File: src/rtl/dpram_pkg.sv
// Shared constants and FSM state type for the 32x32 dual-port RAM engines.
// Used by the read-side stream engine and its FIFO.
package dpram_pkg;

   localparam int unsigned DATA_W = 32;
   localparam int unsigned ADDR_W = 5;
   localparam int unsigned LEN_W  = ADDR_W + 1;
   localparam int unsigned DEPTH  = 1 << ADDR_W;

   typedef enum logic [1:0] {
      IDLE,
      READ,
      DRAIN,
      DONE
   } state_e;

endpackage

File: src/rtl/dpram_stream_reader_if.sv
// Bundles the command, RAM read port, output stream and status signals of the reader.
// slave = the reader engine; master = the surrounding environment (RAM, consumer, host).
interface dpram_stream_reader_if #(
   parameter int unsigned DATA_W = dpram_pkg::DATA_W,
   parameter int unsigned ADDR_W = dpram_pkg::ADDR_W,
   parameter int unsigned LEN_W  = dpram_pkg::LEN_W
);
   logic              cmd_valid;
   logic              cmd_ready;
   logic [ADDR_W-1:0] cmd_addr;
   logic [LEN_W-1:0]  cmd_len;
   logic              mem_en;
   logic [ADDR_W-1:0] mem_addr;
   logic [DATA_W-1:0] mem_rdata;
   logic              out_valid;
   logic              out_ready;
   logic [DATA_W-1:0] out_data;
   logic              out_last;
   logic              busy;
   logic              done;

   modport slave (
      input  cmd_valid, cmd_addr, cmd_len, mem_rdata, out_ready,
      output cmd_ready, mem_en, mem_addr, out_valid, out_data, out_last, busy, done
   );

   modport master (
      output cmd_valid, cmd_addr, cmd_len, mem_rdata, out_ready,
      input  cmd_ready, mem_en, mem_addr, out_valid, out_data, out_last, busy, done
   );
endinterface

File: src/rtl/dpram_stream_reader_fifo2.sv
// Two-entry in-order valid/ready buffer carrying a data word plus its last-beat flag.
// Head entry always sits in slot 0 so the output is a plain register.
module stream_fifo2 #(
   parameter int unsigned DATA_W = 32
) (
   input  logic              clk,
   input  logic              rst,
   input  logic              push_i,
   input  logic [DATA_W-1:0] data_i,
   input  logic              last_i,
   input  logic              ready_i,
   output logic              valid_o,
   output logic [DATA_W-1:0] data_o,
   output logic              last_o,
   output logic [1:0]        count_o
);
   logic [DATA_W:0] slot_q [2];
   logic [1:0]      count_q;
   logic            pop;
   logic            wr;

   assign pop = (count_q != 2'd0) & ready_i;
   // A push into a full buffer is only taken when the head leaves in the same cycle.
   assign wr  = push_i & ((count_q != 2'd2) | pop);

   always_ff @(posedge clk or posedge rst) begin
      if (rst) begin
         count_q   <= '0;
         slot_q[0] <= '0;
         slot_q[1] <= '0;
      end else begin
         if (pop) begin
            slot_q[0] <= slot_q[1];
         end
         if (wr) begin
            if (pop && count_q == 2'd2) begin
               slot_q[1] <= {last_i, data_i};
            end else if (pop) begin
               slot_q[0] <= {last_i, data_i};
            end else begin
               slot_q[count_q[0]] <= {last_i, data_i};
            end
         end
         count_q <= count_q + {1'b0, wr} - {1'b0, pop};
      end
   end

   assign valid_o = (count_q != 2'd0);
   assign data_o  = slot_q[0][DATA_W-1:0];
   assign last_o  = slot_q[0][DATA_W];
   assign count_o = count_q;

endmodule

File: src/rtl/dpram_stream_reader.sv
// Burst read engine: walks the RAM read port one address per cycle and streams the words
// out through a 2-entry buffer with last-beat marking and a completion pulse.
module dpram_stream_reader #(
   parameter int unsigned DATA_W = dpram_pkg::DATA_W,
   parameter int unsigned ADDR_W = dpram_pkg::ADDR_W,
   parameter int unsigned LEN_W  = dpram_pkg::LEN_W
) (
   input logic                  clk,
   input logic                  rst,
   dpram_stream_reader_if.slave bus
);
   import dpram_pkg::*;

   state_e            state_q;
   logic [ADDR_W-1:0] mem_addr_q;
   logic [LEN_W-1:0]  remaining_q;
   logic              cmd_ready_q;
   logic              busy_q;
   logic              done_q;

   logic              fifo_valid;
   logic [DATA_W-1:0] fifo_data;
   logic              fifo_last;
   logic [1:0]        fifo_count;

   logic              pop;
   logic              issue;
   logic              push;
   logic              cmd_fire;
   logic              last_issue;

   always_comb begin
      pop        = fifo_valid & bus.out_ready;
      issue      = (fifo_count < 2'd2) | pop;
      push       = (state_q == READ) & issue;
      cmd_fire   = bus.cmd_valid & cmd_ready_q;
      last_issue = (remaining_q == LEN_W'(1));
   end

   always_ff @(posedge clk or posedge rst) begin
      if (rst) begin
         state_q     <= IDLE;
         mem_addr_q  <= '0;
         remaining_q <= '0;
         cmd_ready_q <= 1'b1;
         busy_q      <= 1'b0;
         done_q      <= 1'b0;
      end else begin
         done_q <= 1'b0;
         unique case (state_q)
            IDLE: begin
               if (cmd_fire) begin
                  cmd_ready_q <= 1'b0;
                  busy_q      <= 1'b1;
                  if (bus.cmd_len != '0) begin
                     state_q     <= READ;
                     mem_addr_q  <= bus.cmd_addr;
                     remaining_q <= bus.cmd_len;
                  end else begin
                     state_q <= DONE;
                     done_q  <= 1'b1;
                  end
               end
            end
            READ: begin
               // Address counter wraps naturally at 2**ADDR_W.
               if (issue) begin
                  mem_addr_q  <= mem_addr_q + 1'b1;
                  remaining_q <= remaining_q - 1'b1;
                  if (last_issue) begin
                     state_q <= DRAIN;
                  end
               end
            end
            DRAIN: begin
               if (pop && fifo_last) begin
                  state_q <= DONE;
                  done_q  <= 1'b1;
               end
            end
            DONE: begin
               state_q     <= IDLE;
               cmd_ready_q <= 1'b1;
               busy_q      <= 1'b0;
            end
            default: begin
               state_q     <= IDLE;
               cmd_ready_q <= 1'b1;
               busy_q      <= 1'b0;
            end
         endcase
      end
   end

   stream_fifo2 #(
      .DATA_W (DATA_W)
   ) u_fifo (
      .clk     (clk),
      .rst     (rst),
      .push_i  (push),
      .data_i  (bus.mem_rdata),
      .last_i  (last_issue),
      .ready_i (bus.out_ready),
      .valid_o (fifo_valid),
      .data_o  (fifo_data),
      .last_o  (fifo_last),
      .count_o (fifo_count)
   );

   assign bus.cmd_ready = cmd_ready_q;
   assign bus.mem_en    = push;
   assign bus.mem_addr  = mem_addr_q;
   assign bus.out_valid = fifo_valid;
   assign bus.out_data  = fifo_data;
   assign bus.out_last  = fifo_last;
   assign bus.busy      = busy_q;
   assign bus.done      = done_q;

endmodule

File: src/flat_wrapper.sv
// flat-port wrapper written by rule: the top's interface ports become plain ports
module dpram_stream_reader_flat import dpram_pkg::*;
#(
   parameter int unsigned DATA_W = dpram_pkg::DATA_W,
   parameter int unsigned ADDR_W = dpram_pkg::ADDR_W,
   parameter int unsigned LEN_W  = dpram_pkg::LEN_W
)
  (clk, rst, bus_cmd_valid, bus_cmd_addr, bus_cmd_len, bus_mem_rdata, bus_out_ready, bus_cmd_ready, bus_mem_en, bus_mem_addr, bus_out_valid, bus_out_data, bus_out_last, bus_busy, bus_done);
  dpram_stream_reader_if #(.DATA_W(DATA_W), .ADDR_W(ADDR_W), .LEN_W(LEN_W)) bus_i ();
  input logic clk;
  input logic rst;
  input wire logic [$bits(bus_i.cmd_valid)-1:0] bus_cmd_valid;
  input wire logic [$bits(bus_i.cmd_addr)-1:0] bus_cmd_addr;
  input wire logic [$bits(bus_i.cmd_len)-1:0] bus_cmd_len;
  input wire logic [$bits(bus_i.mem_rdata)-1:0] bus_mem_rdata;
  input wire logic [$bits(bus_i.out_ready)-1:0] bus_out_ready;
  output wire logic [$bits(bus_i.cmd_ready)-1:0] bus_cmd_ready;
  output wire logic [$bits(bus_i.mem_en)-1:0] bus_mem_en;
  output wire logic [$bits(bus_i.mem_addr)-1:0] bus_mem_addr;
  output wire logic [$bits(bus_i.out_valid)-1:0] bus_out_valid;
  output wire logic [$bits(bus_i.out_data)-1:0] bus_out_data;
  output wire logic [$bits(bus_i.out_last)-1:0] bus_out_last;
  output wire logic [$bits(bus_i.busy)-1:0] bus_busy;
  output wire logic [$bits(bus_i.done)-1:0] bus_done;
  assign bus_i.cmd_valid = bus_cmd_valid;
  assign bus_i.cmd_addr = bus_cmd_addr;
  assign bus_i.cmd_len = bus_cmd_len;
  assign bus_i.mem_rdata = bus_mem_rdata;
  assign bus_i.out_ready = bus_out_ready;
  assign bus_cmd_ready = bus_i.cmd_ready;
  assign bus_mem_en = bus_i.mem_en;
  assign bus_mem_addr = bus_i.mem_addr;
  assign bus_out_valid = bus_i.out_valid;
  assign bus_out_data = bus_i.out_data;
  assign bus_out_last = bus_i.out_last;
  assign bus_busy = bus_i.busy;
  assign bus_done = bus_i.done;
  dpram_stream_reader #(.DATA_W(DATA_W), .ADDR_W(ADDR_W), .LEN_W(LEN_W)) u_core (.clk(clk), .rst(rst), .bus(bus_i));
endmodule
File: config.mk
export PLATFORM = sky130hd
export DESIGN_NAME = dpram_stream_reader_flat
export DESIGN_NICKNAME = d
export VERILOG_FILES = /design/src/rtl/dpram_pkg.sv /design/src/rtl/dpram_stream_reader_if.sv /design/src/rtl/dpram_stream_reader_fifo2.sv /design/src/rtl/dpram_stream_reader.sv /design/src/flat_wrapper.sv
export SDC_FILE = /design/constraint.sdc
export NUM_CORES = 1
export LEC_CHECK = 0
export BUFFER_PORTS_ARGS = -buffer_cell sky130_fd_sc_hd__clkbuf_2
export CAP_MARGIN = 5
export CORE_UTILIZATION = 40
export DETAILED_ROUTE_END_ITERATION = 12
export SLEW_MARGIN = 0
export SYNTH_ARGS = -nofsm -noshare
export SYNTH_HDL_FRONTEND = slang
export SYNTH_SLANG_ARGS = --single-unit
File: constraint.sdc
create_clock -name clk -period 5.5 [get_ports clk]
set_clock_uncertainty 0.2 [all_clocks]
set_input_delay 0.275 -clock clk [delete_from_list [all_inputs] [get_ports clk]]
set_output_delay 0.275 -clock clk [all_outputs]
set_load 0.02 [all_outputs]
==> impl_metrics.ini <==
[clock_network]
cts-htree-levels = 3
clock-sinks = 84
cts_inserted_buffers = 9
cts_root_buf = clkbuf_8
path_clk_slew_ps = 90
cts_setup_buffers = 0
cts_tree = done
clockBufferDepth = 2
clk-insertion-delay-late_ps = 350

[sta]
final_hold_viol_count = 0
fin_setup_tns_ps = 0
slew_viol_final = 0
period_share_pct = 51.08
setup_viol = 0
fin_crit_ps = 2809
rsz0062_at_grt = false
tightest_slew_ps = 1141
max_freq_mhz = 356.0
relSlewSlack_pct = 23.65

[floorplanning]
die_y_um = 103.9
die-area_sq_um = 10790
start_util_pct = 41.91
coreArea_sq_um = 9910
die_w_um = 103.9
num_io_pins = 90
fp-row-count = 36

[yosys]
yosysTopAreaCell = dfrtp_1
syn_avg_cell_area_sq_um = 10.13
yosys_register_bits = 84
synth.area.top_cells = dfrtp_1 (50%), mux2_2 (8.7%), nand2_1 (6.6%)
synth_area_sq_um = 4153
synth-edff-count = 0
yosysTopAreaCellShare_pct = 50.02
synth_cells = 410
synth_common_cells = dfrtp_1 (83), nand2_1 (73), nor2_1 (43)
synth_most_common_cell = dfrtp_1
synth-main-ff-cell = dfrtp_1
yosysSeqAreaShare_pct = 50.65
yosys_warnings = 0
syn-num-nets = 467
ys_types = 43
synthArstFlopShare_pct = 100.0

[power_and_ir_drop]
ir_drop_mv = 0.2265
clockPowerShare_pct = 15.4
power_frac_comb_pct = 46.4
powerDensity_nw_per_um2 = 574.5
swShare_pct = 41.11
p_leak_nw = 2.394
power.internal_mw = 1.702
p_seq_share_pct = 38.2
switchingPower_mw = 1.188

[final_layout]
fin_nets = 553
n_fill_cell = 927
drive_gt1_share_pct = 31.14
area_growth_pct = 21.12
fin_area_sq_um = 5030
insertedDiodeCount = 0

[global_route]
grt_pass1_wl_um = 15680
grt_max_degree = 85
antenna_found_initial = 0
grt_usage_pct = 18.10
grt_overflow = 0
first_global_vias = 3269

[routing]
viasPerCell = 5.032
routedWlPerCell_um = 14.09
drtAntennaViolNets = 0
drt_iter0_drc = 139
wirelength_um = 8930
vias = 3190
drt_first_pass_iters = 4
drc = 0

[critical_path]
cpMostUsedCell = inv_1
critical_path.max_fanout = 65
arrival_ps = 2790
crit_path_max_incr_delay_ps = 650
critPathKind = reg -> reg
startpoint_type = flop
crit_slowest_cell = ha_1
crit_path_cell_trace = inv_1 > ha_1 > inv_1 > a21o_2 > nor2_1 > a31oi_1
end_kind = flop
required_ps = 5480

[placement]
routabilityCongestion = 0.7648
dp_hpwl_um = 5722
placement.cell_area_sq_um = 4481
numPortBuffers = 89

[run_status]
outcome = finished clean

[hold_path]
hold_path.class = in -> async

[run]
cap_violations = 0
[through the flow]
stage / std cells / hold slack [ps] / setup slack, ps / util (%) / total power, mW
2_1_floorplan: 410 / 225.6 / 2862 / - / 2.236
3_3_place_gp: 583 / 266.7 / 2770 / 45.21 / 2.404
3_5_place_dp: 583 / 275.2 / 2687 / 45.21 / 2.451
4_1_cts: 633 / 2.601 / 2671 / 50.66 / 2.926
5_1_grt: 634 / 16.27 / 2422 / 50.76 / 3.135
6_report: 634 / 22.41 / 2691 / 50.76 / 2.890
[layout make-up]
class,instances,area (sq um),share of cell area [%]
multi-input combinational,261,1697,33.73
inverter,14,53.80,1.070
timing repair buffer,126,810.8,16.12
clock inverter,6,71.32,1.418
sequential,84,2103,41.82
tap,133,166.4,3.308
clock buffer,10,127.6,2.537
[layer usage]
| layer | vias up | wire length (um) | GRT usage [%] |
|---|---|---|---|
| met3 | 9 | 447 | 5.764 |
| met1 | 1559 | 3993 | 22.39 |
| met5 | - | 0 | 0 |
| met4 | 0 | 99 | 5.000 |
| met2 | 75 | 4389 | 30.38 |
| li1 | 1547 | - | - |
[final timing paths]
path	cells after the start	slack (ps)	end	startpoint
worst max-delay path	6	2690	u_core.u_fifo.data_o[24]	u_core.state_q[1]
worst min-delay path	3	20	u_core.bus.mem_addr[2]	rst
worst max register to register	6	2690	u_core.u_fifo.data_o[24]	u_core.state_q[1]
worst min register to register	2	280	flop	flop
max in group asynchronous	3	4370	u_core.u_fifo.data_o[19]	rst
min in group clk	3	20	u_core.bus.mem_addr[2]	bus_cmd_addr[2]
[logic make-up (layout without fill, tap and decap cells)]
family | after synthesis | after routing | synth area share (%)
xor gates and xnor gates | 2 | 2 | 0.4219
AOI/OAI and AO/OA | 69 | 69 | 11.78
DFF | 84 | 84 | 50.65
buffers and inverters | 65 | 156 | 8.798
adders and majority gates | 10 | 10 | 3.013
muxes | 41 | 41 | 10.85
and+or+nand+nor | 139 | 139 | 14.49
[cell usage in the layout, fill, tap and decap left out, drive strengths merged, types with 4 or more instances in the layout]
master	instances
nand2	74
nor2	43
inv	15
a211oi	7
ha	10
dlygate4sd3	35
mux2	32
a31oi	40
o21ai	9
mux2i	9
clkbuf	99
a21o	4
dfrtp	83
[worst max-delay path: cells and delay by family, from the launching register on]
kind | cells | cell delay, ps
AOI/OAI and AO/OA | 2 | 670
adders and majority gates | 1 | 650
buffers and inverters | 2 | 430
DFF | 1 | 410
and+or+nand+nor | 1 | 240
[power groups by stage]
stage / sequential, mW / combinational (mW) / clock [mW]
after floorplan: 1.09 / 1.15 / 0
after global placement: 1.10 / 1.30 / 0
after detailed placement: 1.12 / 1.34 / 0
after CTS: 1.10 / 1.36 / 0.466
after global routing: 1.15 / 1.50 / 0.489
final: 1.10 / 1.34 / 0.446
[what timing repair did]
item / in CTS / in global routing
hold buffers: 34 / 1
endpoints found under the hold margin: 65 / 1
gates resized for setup: 0 / 0
No activity file was read; power rests on OpenSTA's default activity.
